==> src/rtl/adc_ocram_reader_if.sv <==
// Read-side bus of the ADC capture RAM reader: the shared RAM read port plus
// the outgoing word stream towards the HPS/transmit path.
interface adc_ocram_reader_if #(
    parameter int ADDR_W = 13
);
    // Stream: a word moves when oValid && iReady in the same cycle; while
    // oValid is high and iReady low, oData/oSOP/oEOP are held unchanged.
    logic                oRDEN;
    logic [ADDR_W-1:0]   oRAddr;
    logic [2:0][31:0]    iRAMData;
    logic [31:0]         oData;
    logic                oValid;
    logic                iReady;
    logic                oSOP;
    logic                oEOP;

    modport master (
        output oRDEN, oRAddr, oData, oValid, oSOP, oEOP,
        input  iRAMData, iReady
    );

    modport slave (
        input  oRDEN, oRAddr, oData, oValid, oSOP, oEOP,
        output iRAMData, iReady
    );
endinterface

==> src/rtl/adc_ocram_reader.sv <==
// Reads the three packed capture banks from address 0 to the recorded length
// and streams each address as three 32-bit words, then re-arms the writer.
module adc_ocram_reader #(
    parameter int ADDR_W = 13,
    parameter int RD_LAT = 2,
    parameter int CNT_W  = 15
) (
    input  logic                ocramCLK,
    input  logic                iReset,
    input  logic                iTransmitReady,
    input  logic [ADDR_W-1:0]   iRecLength,
    input  logic                iAbort,
    adc_ocram_reader_if.master  bus,
    output logic                oBusy,
    output logic                oStateReset,
    output logic [CNT_W-1:0]    oWordCount,
    output logic [2:0]          dbg_state
);

    typedef enum logic [2:0] {
        S_IDLE  = 3'd0,
        S_FETCH = 3'd1,
        S_WAIT  = 3'd2,
        S_SEND  = 3'd3,
        S_DONE  = 3'd4,
        S_HOLD  = 3'd5
    } state_t;

    state_t            state, state_nxt;
    logic              tr_prev;
    logic              tr_rise;
    logic              xfer;
    logic              at_last;
    logic [ADDR_W-1:0] addr;
    logic [ADDR_W-1:0] last_addr;
    logic [2:0][31:0]  hold;
    logic [1:0]        bank;
    logic [2:0]        lat_cnt;

    // tr_prev resets high so a level already present at reset release is not an edge.
    assign tr_rise = iTransmitReady && !tr_prev;
    assign xfer    = (state == S_SEND) && bus.iReady;
    assign at_last = (addr == last_addr);

    always_ff @(posedge ocramCLK or posedge iReset) begin
        if (iReset) state <= S_IDLE;
        else        state <= state_nxt;
    end

    always_comb begin
        state_nxt = state;
        case (state)
            S_IDLE:  if (tr_rise) state_nxt = S_FETCH;
            S_FETCH: state_nxt = iAbort ? S_DONE : S_WAIT;
            S_WAIT: begin
                if (iAbort)                 state_nxt = S_DONE;
                else if (lat_cnt == 3'd1)   state_nxt = S_SEND;
            end
            S_SEND: begin
                if (iAbort)                         state_nxt = S_DONE;
                else if (xfer && bank == 2'd2)      state_nxt = at_last ? S_DONE : S_FETCH;
            end
            S_DONE:  state_nxt = S_HOLD;
            S_HOLD:  if (!iTransmitReady) state_nxt = S_IDLE;
            default: state_nxt = S_IDLE;
        endcase
    end

    always_ff @(posedge ocramCLK or posedge iReset) begin
        if (iReset) begin
            tr_prev    <= 1'b1;
            addr       <= '0;
            last_addr  <= '0;
            hold       <= '0;
            bank       <= '0;
            lat_cnt    <= '0;
            oWordCount <= '0;
        end else begin
            tr_prev <= iTransmitReady;
            case (state)
                S_IDLE: if (tr_rise) begin
                    last_addr  <= iRecLength;
                    addr       <= '0;
                    bank       <= '0;
                    oWordCount <= '0;
                end
                S_FETCH: lat_cnt <= 3'(RD_LAT);
                S_WAIT: begin
                    lat_cnt <= lat_cnt - 3'd1;
                    if (lat_cnt == 3'd1) begin
                        hold <= bus.iRAMData;
                        bank <= '0;
                    end
                end
                S_SEND: if (xfer) begin
                    oWordCount <= oWordCount + CNT_W'(1);
                    if (bank == 2'd2) begin
                        bank <= '0;
                        if (!iAbort && !at_last) addr <= addr + ADDR_W'(1);
                    end else begin
                        bank <= bank + 2'd1;
                    end
                end
                default: ;
            endcase
        end
    end

    always_comb begin
        bus.oRDEN   = (state == S_FETCH);
        bus.oRAddr  = addr;
        bus.oValid  = (state == S_SEND);
        bus.oData   = (state == S_SEND) ? hold[bank] : 32'd0;
        bus.oSOP    = (state == S_SEND) && (addr == '0) && (bank == 2'd0);
        bus.oEOP    = (state == S_SEND) && at_last && (bank == 2'd2);
        oBusy       = (state != S_IDLE);
        oStateReset = (state == S_DONE);
        dbg_state   = state;
    end

endmodule

==> src/flat_wrapper.sv <==
// flat-port wrapper written by rule: the top's interface ports become plain ports
module adc_ocram_reader_flat 
#(
    parameter int ADDR_W = 13,
    parameter int RD_LAT = 2,
    parameter int CNT_W  = 15
)
  (ocramCLK, iReset, iTransmitReady, iRecLength, iAbort, oBusy, oStateReset, oWordCount, dbg_state, bus_oRDEN, bus_oRAddr, bus_oData, bus_oValid, bus_oSOP, bus_oEOP, bus_iRAMData, bus_iReady);
  adc_ocram_reader_if #(.ADDR_W(ADDR_W)) bus_i ();
  input  logic ocramCLK;
  input  logic iReset;
  input  logic iTransmitReady;
  input  logic [ADDR_W-1:0] iRecLength;
  input  logic iAbort;
  output logic oBusy;
  output logic oStateReset;
  output logic [CNT_W-1:0] oWordCount;
  output logic [2:0] dbg_state;
  output wire logic [$bits(bus_i.oRDEN)-1:0] bus_oRDEN;
  output wire logic [$bits(bus_i.oRAddr)-1:0] bus_oRAddr;
  output wire logic [$bits(bus_i.oData)-1:0] bus_oData;
  output wire logic [$bits(bus_i.oValid)-1:0] bus_oValid;
  output wire logic [$bits(bus_i.oSOP)-1:0] bus_oSOP;
  output wire logic [$bits(bus_i.oEOP)-1:0] bus_oEOP;
  input wire logic [$bits(bus_i.iRAMData)-1:0] bus_iRAMData;
  input wire logic [$bits(bus_i.iReady)-1:0] bus_iReady;
  assign bus_oRDEN = bus_i.oRDEN;
  assign bus_oRAddr = bus_i.oRAddr;
  assign bus_oData = bus_i.oData;
  assign bus_oValid = bus_i.oValid;
  assign bus_oSOP = bus_i.oSOP;
  assign bus_oEOP = bus_i.oEOP;
  assign bus_i.iRAMData = bus_iRAMData;
  assign bus_i.iReady = bus_iReady;
  adc_ocram_reader #(.ADDR_W(ADDR_W), .RD_LAT(RD_LAT), .CNT_W(CNT_W)) u_core (.ocramCLK(ocramCLK), .iReset(iReset), .iTransmitReady(iTransmitReady), .iRecLength(iRecLength), .iAbort(iAbort), .bus(bus_i), .oBusy(oBusy), .oStateReset(oStateReset), .oWordCount(oWordCount), .dbg_state(dbg_state));
endmodule
==> config.mk <==
export PLATFORM = sky130hd
export DESIGN_NAME = adc_ocram_reader_flat
export DESIGN_NICKNAME = d
export VERILOG_FILES = /design/src/rtl/adc_ocram_reader_if.sv /design/src/rtl/adc_ocram_reader.sv /design/src/flat_wrapper.sv
export SDC_FILE = /design/constraint.sdc
export NUM_CORES = 1
export LEC_CHECK = 0
export CORE_MARGIN = 8
export CORE_UTILIZATION = 44
export CTS_CLUSTER_SIZE = 28
export DETAILED_ROUTE_END_ITERATION = 8
export PLACE_DENSITY = 0.76
export SLEW_MARGIN = 20
export SYNTH_ARGS = -nofsm -noshare
export SYNTH_HDL_FRONTEND = slang
export SYNTH_SLANG_ARGS = --single-unit
export TNS_END_PERCENT = 20
==> constraint.sdc <==
create_clock -name ocramCLK -period 4.94 [get_ports ocramCLK]
set_input_delay 0.988 -clock ocramCLK [delete_from_list [all_inputs] [get_ports ocramCLK]]
set_output_delay 0.988 -clock ocramCLK [all_outputs]
set_load 0.03 [all_outputs]
==> summary.txt <==
Status
  • Status: completed

GRT
  • First-pass GRT wire length: 30300 um
  • Grt ovf: 0
  • Antenna violations before repair: 0
  • Largest net degree at the start of global routing: 94
  • Vias in the first global route: 5862
  • Total GRT Usage: 19.0%

Floorplanning
  • Rows: 46
  • Starting Density: approximately 45%
  • DIE AREA: 0.0203 sq mm
  • Die width: 142 um
  • I/O pin count: 183
  • Die Span Y: 142 um
  • Core Box Area: 0.0158 sq mm

Placement
  • Buffers on Ports: approximately 180
  • Hpwl dp: between 10000 and 15000 um
  • Gp weighted congestion: 0.824

Logic synthesis
  • Distinct cells, synth: 40
  • Synth Area in Compound Gates: 6.35%
  • Mapped Area: 0.00704 sq mm
  • Synthesized flop and latch total: 146
  • Seq/Total Area, Yosys: between 50% and 60%
  • Synth top area cells: dfrtp_1 52%, mux2_2 15%, mux2i_1 5.0%
  • Top-area cell type share of the netlist area: 51.6%
  • Synth warn: 0
  • Largest family of logic cells by synthesized area: multiplexers
  • Synth Area in Adders: less than 1%
  • Post-synthesis simple-gate area fraction: 14.4%
  • Mapped Cells: between 600 and 700
  • Syn Area/Cell: 10.7 sq um
  • Post-synthesis mux area share: 20.3%
  • Leading area contributor after synthesis: dfrtp_1
  • Syn Nets: 776
  • Synth Area in XOR/XNOR: 3.24%

Clock network
  • TritonCTS Buffers: 17
  • TritonCTS clock tree: built
  • Clock buffer depth: 2
  • Post_cts resized: 0
  • CTS Root Cell: clkbuf_16
  • H-tree levels: 4
  • Setup bufs post-CTS: 0
  • Clock sink count: 146
  • Hold buffers post-CTS: 0
  • Clock slew at reported path FFs: approximately 0.060 ns
  • Clock Latency Late Sink: 0.43 ns

Drt
  • Vias: approximately 5500
  • Initial drt markers: roughly 360
  • Total iterations of the first detailed-routing run: 4
  • Via density: 5.23
  • Total wire length: ~19000 um
  • DRC: 0
  • DRT antenna net count: 0
  • WL per Instance: 17.6 um

Timing
  • Max_slew headroom: 29.5%
  • Worst Tran Pin Value: 1.06 ns
  • WHS: ~0.50 ns
  • RSZ-0062 raised after global routing: no
  • Peak Freq: roughly 270 MHz
  • Final period util: 73.9%
  • Hold Fails Final Rpt: 0
  • Period minus WS final: 3.65 ns
  • Clock Skew: 0.0160 ns
  • Slew Viols, Final: 0
  • Final setup viols: 0
  • Setup TNS: 0 ns

Power and ir drop
  • Power density over cell area: 481 mW/mm^2
  • Worst-case vdd ir drop: 0.320 mV
  • Pleak: around 4.3 nW

Worst hold path
  • Worst hold path type: register to register

Cells and area
  • Area delta synth->final: 37.8%
  • Layout cells sized above 1: 17.1%
  • Diodes inserted: 0
  • Filler Cells Inserted: 1341
  • Final core utilization: between 60% and 70%
  • Storage element area: 0.00366 sq mm
  • Multi-input logic area: 0.00319 sq mm
  • Nets: approximately 950

Critical path
  • Critical setup path kind: register to output pin
  • CP required: 3.95 ns
  • Startpoint Class: register
  • WP data arrival: 2.66 ns
  • Crit. End Element: output pin
  • CP max FO: 38

Run
  • Maxcap violations: 0
-- Yosys cell counts, drive strengths merged --
cell and instances:
buf 10, dfrtp 145, nand2b 5, clkbuf 28
a211oi 1, o22a 2, o31ai 7, a32o 2
inv 15, nand4 6, nand2 61, nor4b 2
nand3b 2, nor2b 3, and4 2, o22ai 1
a21oi 44, a2111oi 1, o21ai 11, xor2 22
nor4 9, o211ai 2, nand3 11, mux2i 35
ha 5, dfstp 1, and3 5, or4 9
xnor2 4, mux2 96, or2 1, a31oi 2
or4b 1, nor2 86, nor3b 5, o221ai 1
a21o 2, nor3 11, a22oi 1
-- registers in the layout, indices dropped and copies added, names as in the netlist --
| register | flops |
|---|---|
| u_core.tr_prev | 1 |
| u_core.bus.oRAddr | 13 |
| u_core.dbg_state | 3 |
| u_core.hold | 96 |
| u_core.last_addr | 13 |
| u_core.oWordCount | 15 |
| u_core.lat_cnt | 3 |
| u_core.bank | 2 |
-- layout by cell type (no fill, tap or decap), types with 3 or more instances in the layout --
cell	instances
o31ai_1	7
inv_1	14
nor2_1	85
o21ai_0	11
xnor2_1	4
nand4_1	6
clkbuf_16	17
nand2_1	61
nor3b_1	5
buf_4	7
dfrtp_1	144
and3_1	4
mux2i_1	35
nor3_1	11
bufinv_16	3
clkdlybuf4s50_1	182
nor4_1	9
nand2b_1	5
a21oi_1	44
inv_6	7
ha_1	5
xor2_1	22
nand3_1	11
or4_1	9
mux2_2	96
-- through the flow --
stage / total power, mW / worst slack [ns] / area (sq um) / instances
6_report: 4.67 / 1.29 / 9700 / 1057
5_1_grt: 4.95 / 1.09 / 9700 / 1057
4_1_cts: 4.72 / 1.23 / 9700 / 1057
3_5_place_dp: 3.33 / 1.34 / 9070 / 1025
3_3_place_gp: 3.28 / 1.38 / 9070 / 1025
2_1_floorplan: 2.85 / 0.0307 / 7040 / 657
-- per-layer routing --
layer	up-vias	wire length, um	track usage, %
li1	2636	-	-
met1	2687	7550	21.7
met2	187	8920	31.5
met3	15	1890	8.25
met4	0	208	5.59
met5	-	0	0
-- path summary, 6_finish.rpt --
kind	startpoint	to	slack, ns	cells after the start
setup reg to reg	u_core.dbg_state[1]	u_core.bus.oRAddr[12]	2.17	5
min in group asynchronous	iReset	u_core.oWordCount[10]	1.12	2
max in group asynchronous	iReset	u_core.tr_prev	3.00	3
hold reg to reg	u_core.hold[69]	u_core.hold[69]	0.50	1
setup / recovery	u_core.dbg_state[1]	bus_oSOP	1.29	4
hold / removal	u_core.hold[69]	u_core.hold[69]	0.50	1
-- final cells by class --
type | count | share of cell area, %
repair buffers | 190 | 19.5
clock buffers | 19 | 4.67
flip-flops and latches | 146 | 37.7
multi-input cells | 458 | 32.9
well taps | 216 | 2.79
clock inverters | 13 | 1.77
inverters | 15 | 0.632
-- critical path: stages (launching register included) --
cell	delay (ns)
dfrtp_1	0.68
nand3b_1	0.24
buf_4	0.34
nor4_1	0.27
clkdlybuf4s50_1	0.72
-- where the power goes --
group / switching (mW) / internal, mW / leakage, nW / total, mW
logic: 0.710 / 0.677 / 2.00 / 1.39
clock network: 0.529 / 0.831 / 0.302 / 1.36
registers: 0.296 / 1.63 / 1.98 / 1.92
-- cell families (layout without fill, tap and decap cells) --
logic type | count (synthesis) | in the layout
buffers and inverters | 53 | 237
AO/OA/AOI/OAI | 77 | 77
AND/OR/NAND/NOR | 219 | 219
multiplexers | 131 | 131
adder cells (fa/ha/maj) | 5 | 5
flip-flops | 146 | 146
XOR/XNOR | 26 | 26
(Power assumes the default switching activity.)
